File: config.mk
export PLATFORM = sky130hd
export DESIGN_NAME = rx_frame_ctrl
export DESIGN_NICKNAME = d
export VERILOG_FILES = /design/src/rtl/rx_frame_pkg.sv /design/src/rtl/rx_sync2.sv /design/src/rtl/rx_frame_ctrl.sv
export SDC_FILE = /design/constraint.sdc
export NUM_CORES = 1
export LEC_CHECK = 0
export ABC_AREA = 1
export CORE_ASPECT_RATIO = 1.5
export CORE_MARGIN = 2
export CORE_UTILIZATION = 55
export CTS_CLUSTER_SIZE = 28
export DETAILED_ROUTE_END_ITERATION = 7
export PLACE_DENSITY = 0.85
export SYNTH_ARGS = -nofsm -noshare
export SYNTH_HDL_FRONTEND = slang
export SYNTH_SLANG_ARGS = --single-unit
export TNS_END_PERCENT = 50
File: constraint.sdc
create_clock -name clk -period 3.5 [get_ports clk]
set_clock_uncertainty 0.2 [all_clocks]
set_input_delay 0.7 -clock clk [delete_from_list [all_inputs] [get_ports clk]]
set_output_delay 0.7 -clock clk [all_outputs]
set_load 0.005 [all_outputs]
File: src/rtl/rx_frame_pkg.sv
// rtl/rx_frame_pkg.sv - shared token encoding, state enums and helpers for rx_frame_ctrl
//
// Purpose : common definitions for the dual-rail frame receiver controller.
// Contents: TOKEN_N, token bit positions (one-hot), priority picker,
//           handshake and frame state enums.
package rx_frame_pkg;

  localparam int TOKEN_N = 6;

  typedef logic [TOKEN_N-1:0] tok_t;

  // One-hot bit positions in the token vector. The index order is also the
  // priority order: a higher index wins (x0 > fe > fs > fd > one > zero).
  localparam int TOK_ZERO = 0;
  localparam int TOK_ONE  = 1;
  localparam int TOK_FD   = 2;
  localparam int TOK_FS   = 3;
  localparam int TOK_FE   = 4;
  localparam int TOK_X0   = 5;

  typedef enum logic [1:0] {
    H_IDLE,
    H_ACK,
    H_REL
  } h_state_t;

  typedef enum logic {
    F_IDLE,
    F_DATA
  } f_state_t;

  // Highest-priority set bit of req as a one-hot vector (zero if none set).
  function automatic tok_t tok_pick(input tok_t req);
    tok_t w;
    w = '0;
    for (int i = 0; i < TOKEN_N; i++) begin
      if (req[i]) w = tok_t'(1) << i;
    end
    return w;
  endfunction

  // True when more than one token is raised at once.
  function automatic logic tok_multi(input tok_t v);
    return (v & (v - tok_t'(1))) != '0;
  endfunction

endpackage

File: src/rtl/rx_sync2.sv
// rtl/rx_sync2.sv - parameterised-width two-flop synchroniser
//
// Purpose : bring asynchronous level signals into the clk domain.
// Ports   : clk   - destination clock
//           rst_n - asynchronous active-low reset (clears both stages)
//           d     - asynchronous input vector, W bits
//           q     - synchronised output vector, W bits
module rx_sync2 #(
  parameter int W = 1
) (
  input  logic         clk,
  input  logic         rst_n,
  input  logic [W-1:0] d,
  output logic [W-1:0] q
);

  logic [W-1:0] meta;

  always_ff @(posedge clk or negedge rst_n) begin
    if (!rst_n) begin
      meta <= '0;
      q    <= '0;
    end else begin
      meta <= d;
      q    <= meta;
    end
  end

endmodule

File: src/rtl/rx_frame_ctrl.sv
// rtl/rx_frame_ctrl.sv - clocked sequencer for the self-timed dual-rail frame receiver
//
// Purpose : synchronises receiver tokens, closes each 4-phase handshake with a
//           registered ack, and assembles MSB-first bits into DATA_W-bit words.
//           Backpressure is applied by withholding the delimiter ack while a
//           word is waiting for the consumer.
// Params  : DATA_W      - word width (2..32)
//           TIMEOUT_CYC - max cycles an ack waits for token release
//                         (used only when RX_ACK_TIMEOUT_EN is defined)
// Macro   : RX_ACK_TIMEOUT_EN - enables the ack-release timeout
// Ports   : clk, reset (async active-low)
//           fs_in/fe_in/fd_in/x0_in/zero_in/one_in       - receiver tokens
//           fs_ack/fe_ack/fd_ack/x0_ack/zero_ack/one_ack - acknowledges
//           word_data/word_valid/word_ready              - word output
//           frame_start/frame_end/frame_err              - single-cycle pulses
//           in_frame                                     - frame open
module rx_frame_ctrl
  import rx_frame_pkg::*;
#(
  parameter int DATA_W      = 8,
  parameter int TIMEOUT_CYC = 1024
) (
  input  logic              clk,
  input  logic              reset,
  input  logic              fs_in,
  input  logic              fe_in,
  input  logic              fd_in,
  input  logic              x0_in,
  input  logic              zero_in,
  input  logic              one_in,
  output logic              fs_ack,
  output logic              fe_ack,
  output logic              fd_ack,
  output logic              x0_ack,
  output logic              zero_ack,
  output logic              one_ack,
  output logic [DATA_W-1:0] word_data,
  output logic              word_valid,
  input  logic              word_ready,
  output logic              frame_start,
  output logic              frame_end,
  output logic              frame_err,
  output logic              in_frame
);

  localparam int CNT_W = $clog2(DATA_W + 1);

  tok_t tok_raw;
  tok_t tok_s;
  tok_t tok_ok;
  tok_t win;
  tok_t ack;

  h_state_t hstate;
  f_state_t fstate;

  logic [CNT_W-1:0]  cnt;
  logic [DATA_W-1:0] shreg;

  logic cnt_full;
  logic fd_blocked;
  logic take;
  logic tok_err;

`ifdef RX_ACK_TIMEOUT_EN
  localparam logic [31:0] TMO_LAST = 32'(TIMEOUT_CYC - 1);
  logic [31:0] tmo_cnt;
`else
  logic unused_tmo;
  assign unused_tmo = (TIMEOUT_CYC > 0);
`endif

  assign tok_raw = {x0_in, fe_in, fs_in, fd_in, one_in, zero_in};

  rx_sync2 #(.W(TOKEN_N)) u_sync (
    .clk   (clk),
    .rst_n (reset),
    .d     (tok_raw),
    .q     (tok_s)
  );

  assign cnt_full   = (cnt == CNT_W'(DATA_W));
  // A delimiter would need to load word_data; hold it off while the current
  // word is still pending and not being taken this cycle.
  assign fd_blocked = word_valid && !word_ready;

  always_comb begin
    tok_ok = tok_s;
    if (fd_blocked) tok_ok[TOK_FD] = 1'b0;
    win  = tok_pick(tok_ok);
    take = (hstate == H_IDLE) && (tok_ok != '0);
  end

  // Protocol error raised by the token being accepted now.
  always_comb begin
    tok_err = tok_multi(tok_s);
    if (fstate == F_IDLE) begin
      if (!win[TOK_FS] && !win[TOK_X0]) tok_err = 1'b1;
    end else begin
      if (win[TOK_X0] || win[TOK_FS])                  tok_err = 1'b1;
      else if (win[TOK_FE] && (cnt != '0))             tok_err = 1'b1;
      else if (win[TOK_FD] && !cnt_full)               tok_err = 1'b1;
      else if ((win[TOK_ONE] || win[TOK_ZERO]) && cnt_full) tok_err = 1'b1;
    end
  end

  always_ff @(posedge clk or negedge reset) begin
    if (!reset) begin
      hstate      <= H_IDLE;
      fstate      <= F_IDLE;
      ack         <= '0;
      cnt         <= '0;
      shreg       <= '0;
      word_data   <= '0;
      word_valid  <= 1'b0;
      frame_start <= 1'b0;
      frame_end   <= 1'b0;
      frame_err   <= 1'b0;
`ifdef RX_ACK_TIMEOUT_EN
      tmo_cnt     <= '0;
`endif
    end else begin
      frame_start <= 1'b0;
      frame_end   <= 1'b0;
      frame_err   <= 1'b0;
      // A word loaded further down in this same cycle overrides this clear.
      if (word_valid && word_ready) word_valid <= 1'b0;

      case (hstate)
        H_IDLE: begin
`ifdef RX_ACK_TIMEOUT_EN
          tmo_cnt <= '0;
`endif
          if (take) begin
            ack       <= win;
            hstate    <= H_ACK;
            frame_err <= tok_err;
            if (fstate == F_IDLE) begin
              // Only Fs opens a frame; everything else is acked and dropped.
              if (win[TOK_FS]) begin
                fstate      <= F_DATA;
                cnt         <= '0;
                frame_start <= 1'b1;
              end
            end else begin
              if (win[TOK_X0]) begin
                fstate <= F_IDLE;
                cnt    <= '0;
              end else if (win[TOK_FE]) begin
                frame_end <= 1'b1;
                fstate    <= F_IDLE;
                cnt       <= '0;
              end else if (win[TOK_FS]) begin
                frame_start <= 1'b1;
                cnt         <= '0;
              end else if (win[TOK_FD]) begin
                if (cnt_full) begin
                  word_data  <= shreg;
                  word_valid <= 1'b1;
                end
                cnt <= '0;
              end else if (!cnt_full) begin
                shreg <= {shreg[DATA_W-2:0], win[TOK_ONE]};
                cnt   <= cnt + 1'b1;
              end
            end
          end
        end

        H_ACK: begin
          if (tok_s == '0) begin
            ack    <= '0;
            hstate <= H_REL;
          end
`ifdef RX_ACK_TIMEOUT_EN
          else if (tmo_cnt == TMO_LAST) begin
            // Receiver never released its token: give up on the frame.
            ack       <= '0;
            frame_err <= 1'b1;
            fstate    <= F_IDLE;
            cnt       <= '0;
            hstate    <= H_REL;
          end else begin
            tmo_cnt <= tmo_cnt + 32'd1;
          end
`endif
        end

        H_REL: hstate <= H_IDLE;

        default: hstate <= H_IDLE;
      endcase
    end
  end

  assign zero_ack = ack[TOK_ZERO];
  assign one_ack  = ack[TOK_ONE];
  assign fd_ack   = ack[TOK_FD];
  assign fs_ack   = ack[TOK_FS];
  assign fe_ack   = ack[TOK_FE];
  assign x0_ack   = ack[TOK_X0];
  assign in_frame = (fstate == F_DATA);

endmodule

==> results of run 1 <==
[metal layers]
| metal | global-route usage [%] | vias to the layer above |
|---|---|---|
| met3 | 5.19 | 7 |
| met2 | 31.4 | 28 |
| met5 | 0 | - |
| met1 | 22.4 | 643 |
| met4 | 10.8 | 0 |
| li1 | - | 697 |
[layout make-up]
| type | count | area, sq um |
|---|---|---|
| clock buffer | 5 | 68.8 |
| clock inverter | 3 | 17.5 |
| fill | 281 | 1100 |
| inverter | 26 | 97.6 |
| multi-input combinational | 125 | 721 |
| sequential | 45 | 1130 |
| tap | 42 | 52.6 |
| timing repair buffer | 27 | 265 |
[worst paths after layout]
| kind | slack, ps | to | depth (start not counted) | start |
|---|---|---|---|---|
| worst max-delay path | 1150 | in_frame | 1 | in_frame |
| worst min-delay path | 150 | u_sync.q[1] | 0 | u_sync.meta[1] |
| worst max register to register | 1620 | word_data[1] | 7 | cnt[0] |
| worst min register to register | 150 | u_sync.q[1] | 0 | u_sync.meta[1] |
| max in group asynchronous | 2170 | shreg[7] | 1 | reset |
| min in group asynchronous | 340 | hstate[0] | 1 | reset |
[state kept, by name, indices dropped and copies added, names as in the netlist]
name and count:
u_sync.q 6, word_valid 1, frame_err 1, frame_end 1
ack 6, word_data 8, in_frame 1, frame_start 1
shreg 8, cnt 4, u_sync.meta 6, hstate 2
[synthesized netlist by cell type (all sizes together)]
cell	number
nand2	53
dfrtp	45
inv	26
o21ai	26
nor2	17
nand3	16
a21oi	4
nor3	4
buf	3
ha	2
nand4	1
xnor2	1
xor2	1
[power by group through the flow]
stage	logic (mW)	clock network (mW)	registers, mW
floorplan	0.166	0	0.637
finish	0.260	0.316	0.631
global route	0.288	0.344	0.640
CTS	0.266	0.326	0.632
global placement	0.258	0	0.638
detailed placement	0.265	0	0.643
[cell families after synthesis]
kind of cell / after synthesis / share of synthesized area (%)
buffers and inverters: 29 / 7.05
xor gates and xnor gates: 2 / 0.882
DFF: 45 / 56.7
and+or+nand+nor: 91 / 23.6
AOI/OAI and AO/OA: 30 / 10.6
adders and majority gates: 2 / 1.26
==> run summary, run 1 <==
GRT
--------------------------------------------------------------------------------------
First-pass GRT wire length ..............................................      5730 um
Grt total ovfl ..........................................................            0
Maximum number of pins on one net before global-route repair ............           46
Vias in the first global route ..........................................         1302
Number of antenna violations at the first check in global routing .......            0
GR Util All Layers ......................................................        19.3%

ROUTE
--------------------------------------------------------------------------------------
Length of routed met3 wiring ............................................       128 um
Post-detailed-route DRC marker count ....................................            0
Detailed-route via count ................................................         1375
Antenna Nets Post-Route .................................................            0
Routed length on met1 ...................................................      1300 um
Routed wire length on met2 ..............................................      1750 um
Total Wirelength ........................................................      3270 um
Uppermost routed layer ..................................................         met4
Drt wl/cell .............................................................      12.0 um
First drt pass iteration count ..........................................            4
Number of DRC markers in iteration 0 ....................................           17
Vias per inst ...........................................................         5.04

CLOCK TREE
--------------------------------------------------------------------------------------
TritonCTS clock tree ....................................................        built
Count of hold buffers inserted by post-cts repair .......................            0
Buffers inserted by post-CTS timing repair ..............................            0
H-tree depth reported by CTS ............................................            2
Root buf cell ...........................................................     clkbuf_8
CTS Buf Count ...........................................................            5
Clk sink count ..........................................................           45
Total of cells resized after clock tree synthesis .......................            0
Maximum clock insertion buffer count ....................................            2
Insertion delay to the later sink of the worst-skew pair ................       300 ps
Clock slew at the register clock pins of the worst setup and hold paths .        90 ps

SYNTHESIS
--------------------------------------------------------------------------------------
Mapped Avg Cell Area ....................................................   9.98 sq um
Largest area contributor in the synthesized netlist .....................      dfrtp_1
Cell types occupying the most area after synthesis ...................... dfrtp_1 57%, nand2_1 9.3%, o21ai_2 7.1%
Portion of synthesized cell area occupied by the leading cell type ......        56.7%
Total of flip-flops plus latches after synthesis ........................           45
Post-synthesis net count ................................................          210
Number of distinct library cells after synthesis ........................           23
Post-synthesis sequential area ratio ....................................        56.7%
Area of the mapped netlist ..............................................   1990 sq um
Cell count after synthesis ..............................................          199
Warnings from Yosys .....................................................            0

FLOORPLAN
--------------------------------------------------------------------------------------
Die H ...................................................................      77.6 um
Die boundary width ......................................................      53.1 um
Top-level port count ....................................................           28
Core area ...............................................................   3450 sq um
Cell row count ..........................................................           26
Effective utilization at floorplan ......................................        57.6%
Die Area ................................................................   4120 sq um

PLACE
--------------------------------------------------------------------------------------
RD Place Congestion .....................................................        0.827
Cell Area, Placed .......................................................   2260 sq um
Detail Placement HPWL ...................................................      2350 um
Pre-CTS setup slack .....................................................      1030 ps
Placed cell count .......................................................          265
IO buf count ............................................................           27

WORST SETUP PATH
--------------------------------------------------------------------------------------
Largest stage delay on the critical path ................................       570 ps
Crit path buffers/inverters .............................................            1
Kind of start point of the critical path ................................    flip-flop
Maximum fanout along the worst path .....................................            8
Req. time, crit path ....................................................      2600 ps
Top Family by Delay on Critical Path ....................................   flip-flops
Crit Path Class .........................................................      reg2out
Kind of capture point of the worst setup path ...........................   output pin
Cells along the critical path ........................................... clkdlybuf4s50_1
Slowest-stage cell, CP ..................................................      dfrtp_1
Data arrival time of the critical path ..................................      1450 ps

TIMING
--------------------------------------------------------------------------------------
Final-layout setup total negative slack .................................         0 ps
Period utilisation layout ...............................................        67.0%
Setup repair after global routing missed its margin .....................           no
Final Max Slew Viols ....................................................            0
Worst Hold Margin .......................................................       151 ps
Slew at the pin closest to its max-slew limit ...........................       946 ps
Setup violation total in the final timing report ........................            0
Number of failing hold endpoints at the final stage .....................            0
Final setup margin ......................................................      1150 ps
Slew HR .................................................................        36.9%
Fmax ....................................................................      426 MHz
Tmin final ..............................................................      2350 ps

MIN PATH
--------------------------------------------------------------------------------------
HP Class ................................................................      reg2reg

FINAL LAYOUT
--------------------------------------------------------------------------------------
Most frequent standard cell in the layout excluding fill and tap cells ..      nand2_1
Post-Layout Cell Count ..................................................          273
Fraction of final layout cells sized beyond drive strength 1 ............        16.5%
Top library cells by usage in the layout, fill and taps aside ........... 49 x nand2_1, 45 x dfrtp_1, 26 x clkdlybuf4s50_1
Final core utilization ..................................................        68.1%
Count of antenna diodes in the layout ...................................            0
Signed area change from the synthesized netlist to the final layout .....        18.2%
Total number of nets in the final design ................................          241
Final design instance area without fill .................................   2350 sq um

POWER AND IR DROP
--------------------------------------------------------------------------------------
NetSw ...................................................................       372 uW
Part of the total power dissipated in combinational logic ...............        21.5%
Fraction of power consumed by sequential logic ..........................        52.3%
Total power .............................................................      1.21 mW
Static Leakage ..........................................................      1.15 nW
Largest vdd supply drop .................................................     0.394 mV
Clock Power Share .......................................................        26.2%
Power density of the placed cells .......................................  514 nW/um^2
Net switching share of the total power ..................................        30.8%
Int Power ...............................................................       835 uW

STATUS
--------------------------------------------------------------------------------------
Result of the run .......................................................    completed

FLOW RUN
--------------------------------------------------------------------------------------
Max capacitance violation total .........................................            0

No activity file was read; power rests on OpenSTA's default activity.
==> run 2, diff against run 1 <==
--- a/config.mk
+++ b/config.mk
@@ -8,10 +8,10 @@
 export ABC_AREA = 1
 export CORE_ASPECT_RATIO = 1.5
 export CORE_MARGIN = 2
-export CORE_UTILIZATION = 55
+export CORE_UTILIZATION = 53
 export CTS_CLUSTER_SIZE = 28
 export DETAILED_ROUTE_END_ITERATION = 7
-export PLACE_DENSITY = 0.85
+export PLACE_DENSITY = 0.83
 export SYNTH_ARGS = -nofsm -noshare
 export SYNTH_HDL_FRONTEND = slang
 export SYNTH_SLANG_ARGS = --single-unit
==> constraint.sdc (replaced) <==
create_clock -name clk -period 2.3 [get_ports clk]
set_clock_uncertainty 0.2 [all_clocks]
set_input_delay 0.46 -clock clk [delete_from_list [all_inputs] [get_ports clk]]
set_output_delay 0.46 -clock clk [all_outputs]
set_load 0.005 [all_outputs]
==> run 2 against run 1 <==
  * Combinational power grew 64%
  * Critical path type is now reg2reg
  * Worst hold slack is essentially flat
  * Clock power grew 88%
  * Cell area grew 3.0%
  * Sequential share of layout area shrank 1.4 points
  * Count of clock-buffer cells in the layout grew 1
  * Die area grew 3.5%
  * Routed wire length grew 2.2%
  * Critical path depth grew 6
  * Flip-flop and latch count is the same
  * Register-to-register slack lost 1200 ps
==> run summary, run 2 (synthesized netlist as in run 1, its figures left out) <==
WORST SETUP PATH
--------------------------------------------------------------------------------------
Kind of start point of the critical path ................................    flip-flop   unchanged
Crit Path Class .........................................................      reg2reg   was reg2out
Startpoint of the lowest-slack register-to-register path ................       cnt[0]   unchanged
Maximum fanout along the worst path .....................................           17   was 8
Req. time, crit path ....................................................      2280 ps   was 2600 ps
Data arrival time of the critical path ..................................      1890 ps   was 1450 ps
FF-to-FF End ............................................................ word_data[5]   was word_data[1]
Depth of the worst register-to-register path ............................            7   unchanged
Kind of capture point of the worst setup path ...........................    flip-flop   was output pin
Register-to-Register Setup Slack ........................................       390 ps   was 1620 ps

FINAL LAYOUT
--------------------------------------------------------------------------------------
Post-Layout Cell Count ..................................................          278   was 273
Signed area change from the synthesized netlist to the final layout .....        21.8%   was 18.2%
Most frequent standard cell in the layout excluding fill and tap cells ..      nand2_1   unchanged
Fraction of final layout cells sized beyond drive strength 1 ............        17.0%   was 16.5%
Final design instance area without fill .................................   2420 sq um   was 2350 sq um
Total number of nets in the final design ................................          245   was 241
Top library cells by usage in the layout, fill and taps aside ........... 49 x nand2_1, 45 x dfrtp_1, 26 x clkdlybuf4s50_1   unchanged
Filler instances ........................................................          291   was 281
Footprint of the multi-input gates ......................................    721 sq um   unchanged
FF/Latch Area ...........................................................   1130 sq um   unchanged
Count of antenna diodes in the layout ...................................            0   unchanged
Final core utilization ..................................................        66.3%   was 68.1%
Largest registers in the final layout ................................... shreg (8), word_data (8)   unchanged

GRT
--------------------------------------------------------------------------------------
GR Util All Layers ......................................................        19.3%   about the same
Maximum number of pins on one net before global-route repair ............           25   was 46
Number of antenna violations at the first check in global routing .......            0   unchanged
Vias in the first global route ..........................................         1374   was 1302
Grt total ovfl ..........................................................            0   unchanged
First-pass GRT wire length ..............................................      5950 um   was 5730 um

MIN PATH
--------------------------------------------------------------------------------------
Hold Path Sink ..........................................................  u_sync.q[4]   was u_sync.q[1]
Hold depth ..............................................................            0   unchanged
HP Class ................................................................      reg2reg   unchanged
Worst min-delay path startpoint ......................................... u_sync.meta[4]   was u_sync.meta[1]

ROUTE
--------------------------------------------------------------------------------------
Total Wirelength ........................................................      3350 um   was 3270 um
Antenna Nets Post-Route .................................................            0   unchanged
Drt wl/cell .............................................................      12.0 um   about the same
Number of DRC markers in iteration 0 ....................................           13   was 17
Vias per inst ...........................................................         5.02   was 5.04
Detailed-route via count ................................................         1396   was 1375
First drt pass iteration count ..........................................            4   unchanged
Post-detailed-route DRC marker count ....................................            0   unchanged

TIMING
--------------------------------------------------------------------------------------
Period utilisation layout ...............................................        82.9%
Fmax ....................................................................      525 MHz
Slew HR .................................................................        66.4%   was 36.9%
Worst Hold Margin .......................................................       151 ps   about the same
Tmin final ..............................................................      1910 ps
Final setup margin ......................................................       394 ps   was 1150 ps
Setup repair after global routing missed its margin .....................           no   unchanged
Setup violation total in the final timing report ........................            0   unchanged
Number of failing hold endpoints at the final stage .....................            0   unchanged
Final Max Slew Viols ....................................................            0   unchanged
Slew at the pin closest to its max-slew limit ...........................       504 ps   was 946 ps
Final-layout setup total negative slack .................................         0 ps   unchanged

CLOCK TREE
--------------------------------------------------------------------------------------
Root buf cell ...........................................................     clkbuf_8   unchanged
Clk sink count ..........................................................           45   unchanged
Insertion delay to the later sink of the worst-skew pair ................       300 ps   about the same
H-tree depth reported by CTS ............................................            2   unchanged
Maximum clock insertion buffer count ....................................            2   unchanged
Total of cells resized after clock tree synthesis .......................            0   unchanged
CTS Buf Count ...........................................................            5   unchanged
TritonCTS clock tree ....................................................        built   unchanged
Clock slew at the register clock pins of the worst setup and hold paths .        90 ps   about the same

FLOORPLAN
--------------------------------------------------------------------------------------
Top-level port count ....................................................           28   unchanged
Core area ...............................................................   3650 sq um   was 3450 sq um
Die H ...................................................................      79.0 um   was 77.6 um
Cell row count ..........................................................           27   was 26
Die boundary width ......................................................      54.0 um   was 53.1 um
Effective utilization at floorplan ......................................        54.5%   was 57.6%
Die Area ................................................................   4260 sq um   was 4120 sq um

POWER AND IR DROP
--------------------------------------------------------------------------------------
Largest vdd supply drop .................................................     0.610 mV   was 0.394 mV
Total power .............................................................      1.97 mW   was 1.21 mW
Power density of the placed cells .......................................  814 nW/um^2   was 514 nW/um^2
Static Leakage ..........................................................      1.19 nW   was 1.15 nW

PLACE
--------------------------------------------------------------------------------------
IO buf count ............................................................           27   unchanged
RD Place Congestion .....................................................        0.832   was 0.827
Cell Area, Placed .......................................................   2300 sq um   was 2260 sq um
Pre-CTS setup slack .....................................................       103 ps   was 1030 ps
Detail Placement HPWL ...................................................      2440 um   was 2350 um
Placed cell count .......................................................          269   was 265

STATUS
--------------------------------------------------------------------------------------
Result of the run .......................................................    completed   unchanged

FLOW RUN
--------------------------------------------------------------------------------------
Max capacitance violation total .........................................            0   unchanged

==> run 2: changes by cell type in the layout (fill, tap and decap cells not counted), sizes merged <==
cell	previous run	this run
buf	1	4
bufinv	0	1
clkbuf	5	6
clkinv	2	1
clkinvlp	1	0
dlygate4sd3	0	1
==> run 2: per-layer routing <==
metal | wire length (um) | global-route usage (%) | vias up
li1 | - | - | 701
met1 | 1350 | 22.6 | 662
met2 | 1780 | 31.6 | 23
met3 | 109 | 5.45 | 10
met4 | 106 | 9.25 | 0
met5 | 0 | 0 | -
==> run 2: how the worst max path moves through the flow <==
stage               start      endpoint  slack (ps)  depth (start not counted)
6_report           cnt[0]  word_data[5]         390                          7
5_1_grt            cnt[0]  word_data[5]         240                          7
4_1_cts            cnt[0]  word_data[5]         380                          7
3_5_place_dp   word_ready      shreg[3]         100                          9
3_3_place_gp   word_ready      shreg[3]         150                          9
2_1_floorplan      cnt[0]  word_data[7]         610                          8
==> run 2: where the power goes <==
part           switching [mW]  internal, mW
sequential             0.0582         0.890
clock                   0.269         0.326
combinational           0.244         0.182
==> run 2: worst max-delay path: stages (launching register included) <==
cell	delay, ps
dfrtp_1	430
inv_1	80
ha_1	160
nand3_1	200
inv_1	170
nand4_4	290
nand2_1	190
o21ai_2	70
==> run 2: timing repair <==
| item | 4_1_cts | 5_1_grt |
|---|---|---|
| setup buffers | 0 | 0 |
| endpoints found under the setup margin | 0 | 0 |
| hold endpoints to repair | 21 | 0 |
| hold buffers | 1 | 0 |
==> run 2: final cells by class <==
| class | count | share of cell area [%] |
|---|---|---|
| Inverter | 26 | 4.03 |
| Timing Repair Buffer | 31 | 12.8 |
| Tap cell | 43 | 2.22 |
| Clock inverter | 2 | 1.60 |
| Sequential cell | 45 | 46.5 |
| Multi-Input combinational cell | 125 | 29.8 |
| Clock buffer | 6 | 3.00 |
==> run 3, diff against run 2 <==
--- a/config.mk
+++ b/config.mk
@@ -8,10 +8,10 @@
 export ABC_AREA = 1
 export CORE_ASPECT_RATIO = 1.5
 export CORE_MARGIN = 2
-export CORE_UTILIZATION = 53
+export CORE_UTILIZATION = 48
 export CTS_CLUSTER_SIZE = 28
 export DETAILED_ROUTE_END_ITERATION = 7
-export PLACE_DENSITY = 0.83
+export PLACE_DENSITY = 0.79
 export SYNTH_ARGS = -nofsm -noshare
 export SYNTH_HDL_FRONTEND = slang
 export SYNTH_SLANG_ARGS = --single-unit
==> constraint.sdc (replaced) <==
create_clock -name clk -period 1.6 [get_ports clk]
set_clock_uncertainty 0.2 [all_clocks]
set_input_delay 0.32 -clock clk [delete_from_list [all_inputs] [get_ports clk]]
set_output_delay 0.32 -clock clk [all_outputs]
set_load 0.005 [all_outputs]
==> run 3 against run 2 <==
  * The run now ends with negative setup slack left
  * Critical path depth up 1
  * Maximum frequency rose by 18%
  * Register-to-register slack got worse by 410 ps
  * Core utilization is 3.7 points higher
  * Routed wire length rose by 19%
  * Combinational power up 110%
  * Global-route usage decreased by 0.41 points
  * Sequential power increased by 43%
  * Clock power increased by 17%
  * Sequential share of layout area down 5.9 points
  * Setup slack got worse by 410 ps
  * Highest routed layer unchanged
==> run summary, run 3 (synthesized netlist as in run 1, its figures left out) <==
STATUS
--------------------------------------------------------------------------------------
Result of the run ....................................................... finished, violations left   was completed
Failing checks .......................................................... negative setup slack

PLACE
--------------------------------------------------------------------------------------
Detail Placement HPWL ...................................................      2620 um   was 2440 um
RD Place Congestion .....................................................        0.851   was 0.832
Cell Area, Placed .......................................................   2450 sq um   was 2300 sq um
Placed cell count .......................................................          290   was 269
IO buf count ............................................................           27   unchanged

POWER AND IR DROP
--------------------------------------------------------------------------------------
Power density of the placed cells ....................................... 1060 nW/um^2   was 814 nW/um^2
Static Leakage ..........................................................      1.44 nW   was 1.19 nW
Total power .............................................................      2.94 mW   was 1.97 mW
Largest vdd supply drop .................................................     0.907 mV   was 0.610 mV

ROUTE
--------------------------------------------------------------------------------------
Drt wl/cell .............................................................      12.8 um   was 12.0 um
Vias per inst ...........................................................         4.90   was 5.02
Total Wirelength ........................................................      4000 um   was 3350 um
Post-detailed-route DRC marker count ....................................            0   unchanged
Detailed-route via count ................................................         1529   was 1396
First drt pass iteration count ..........................................            4   unchanged
Antenna Nets Post-Route .................................................            0   unchanged
Number of DRC markers in iteration 0 ....................................           26   was 13

FLOORPLAN
--------------------------------------------------------------------------------------
Effective utilization at floorplan ......................................        50.2%   was 54.5%
Die boundary width ......................................................      56.5 um   was 54.0 um
Die H ...................................................................      82.8 um   was 79.0 um
Top-level port count ....................................................           28   unchanged
Core area ...............................................................   3960 sq um   was 3650 sq um
Cell row count ..........................................................           28   was 27
Die Area ................................................................   4680 sq um   was 4260 sq um

FLOW RUN
--------------------------------------------------------------------------------------
Max capacitance violation total .........................................            0   unchanged

CLOCK TREE
--------------------------------------------------------------------------------------
TritonCTS clock tree ....................................................        built   unchanged
Root buf cell ...........................................................     clkbuf_8   unchanged
Clock slew at the register clock pins of the worst setup and hold paths .        80 ps   was 90 ps
Maximum clock insertion buffer count ....................................            2   unchanged
Clk sink count ..........................................................           45   unchanged
H-tree depth reported by CTS ............................................            2   unchanged
CTS Buf Count ...........................................................            5   unchanged
Insertion delay to the later sink of the worst-skew pair ................       300 ps   about the same

FINAL LAYOUT
--------------------------------------------------------------------------------------
Footprint of the multi-input gates ......................................    837 sq um   was 721 sq um
Fraction of final layout cells sized beyond drive strength 1 ............        34.8%   was 17.0%
Top library cells by usage in the layout, fill and taps aside ........... 45 x dfrtp_1, 43 x nand2_1, 27 x buf_4   was 49 x nand2_1, 45 x dfrtp_1, 26 x clkdlybuf4s50_1
Most frequent standard cell in the layout excluding fill and tap cells ..      dfrtp_1   was nand2_1
FF/Latch Area ...........................................................   1130 sq um   unchanged
Filler instances ........................................................          291   unchanged
Post-Layout Cell Count ..................................................          312   was 278
Signed area change from the synthesized netlist to the final layout .....        39.4%   was 21.8%
Final design instance area without fill .................................   2770 sq um   was 2420 sq um
Largest registers in the final layout ................................... shreg (8), word_data (8)   unchanged
Count of antenna diodes in the layout ...................................            0   unchanged
Total number of nets in the final design ................................          277   was 245

TIMING
--------------------------------------------------------------------------------------
Slew at the pin closest to its max-slew limit ...........................       275 ps   was 504 ps
Final-layout setup total negative slack .................................     -30.2 ps   was 0 ps
Final Max Slew Viols ....................................................            0   unchanged
Setup repair after global routing missed its margin .....................          yes   was no
Number of failing hold endpoints at the final stage .....................            0   unchanged
Fmax ....................................................................      619 MHz   was 525 MHz
Slew HR .................................................................        81.6%   was 66.4%
Period utilisation layout ...............................................         101%   was 82.9%
Worst Hold Margin .......................................................       153 ps   was 151 ps
Final setup margin ......................................................     -14.9 ps   was 394 ps
Setup violation total in the final timing report ........................            5   was 0
Tmin final ..............................................................      1610 ps   was 1910 ps

WORST SETUP PATH
--------------------------------------------------------------------------------------
Kind of capture point of the worst setup path ...........................    flip-flop   unchanged
Data arrival time of the critical path ..................................      1610 ps   was 1890 ps
Kind of start point of the critical path ................................    flip-flop   unchanged
Register-to-Register Setup Slack ........................................       -10 ps   was 390 ps
Req. time, crit path ....................................................      1600 ps   was 2280 ps
Maximum fanout along the worst path .....................................            4   was 17
Crit Path Class .........................................................      reg2reg   unchanged

GRT
--------------------------------------------------------------------------------------
GR Util All Layers ......................................................        18.9%   was 19.3%
Vias in the first global route ..........................................         1524   was 1374
Number of antenna violations at the first check in global routing .......            0   unchanged
Grt total ovfl ..........................................................            0   unchanged
First-pass GRT wire length ..............................................      6740 um   was 5950 um
Maximum number of pins on one net before global-route repair ............           46   was 25

MIN PATH
--------------------------------------------------------------------------------------
HP Class ................................................................      reg2reg   unchanged

## run 3: changes by cell type in the layout (fill, tap and decap cells not counted), moves of 4 or more
cell and delta:
buf_4 +25, clkdlybuf4s50_1 -19, dlygate4sd2_1 +19, o21ai_0 -7, nand2_1 -6, o21ai_1 +5
buf_6 +4, nand2_2 +4
## run 3: per-layer routing
layer  track usage (%)  up-vias  wire [um]
li1                  -      763          -
met1              21.9      728       1610
met2              33.3       29       2180
met3              4.81        9        115
met4              7.86        0         93
met5                 0        -          0
## run 3: repair_timing
action,in CTS,in global routing
hold endpoints to repair,45,0
resized for setup,28,29
endpoints found under the setup margin,43,30
setup buffers,7,4
pin swaps,4,8
gates cloned,2,0
hold buffers,1,0
## run 3: final cells by class
type                       count  share of cell area, %
inverter                      26                   3.61
clock inverter                 3                  0.813
timing repair buffer          62                   20.2
tap                           45                   2.03
sequential                    45                   40.7
multi-input combinational    126                   30.2
clock buffer                   5                   2.48
## run 3: critical path, cell delays in order (launching register included)
cell and delay [ps]:
dfrtp_1 390, inv_1 60, ha_2 200, nand3_4 90
buf_4 150, o21ai_4 200, nor2_2 80, nand2_1 80
nand2_1 50
## run 3: final timing paths
check	start	endpoint	cells after the start
setup / recovery	cnt[1]	cnt[1]	8
hold / removal	u_sync.meta[2]	u_sync.q[2]	0
setup reg to reg	cnt[1]	cnt[1]	8
hold reg to reg	u_sync.meta[2]	u_sync.q[2]	0
max in group asynchronous	reset	frame_err	3
min in group asynchronous	reset	ack[4]	3
## run 3: stage by stage
stage,utilization (%),setup WS [ps]
after floorplan,-,7.44
after global placement,61.9,-384
after detailed placement,61.9,-392
after CTS,66.4,-16.0
after global routing,70.0,-82.6
final,70.0,-14.9
## run 3: where the power goes
group,switching (mW),internal [mW]
Combinational,0.471,0.413
Sequential,0.0848,1.28
Clock,0.390,0.306
Total,0.947,2.00
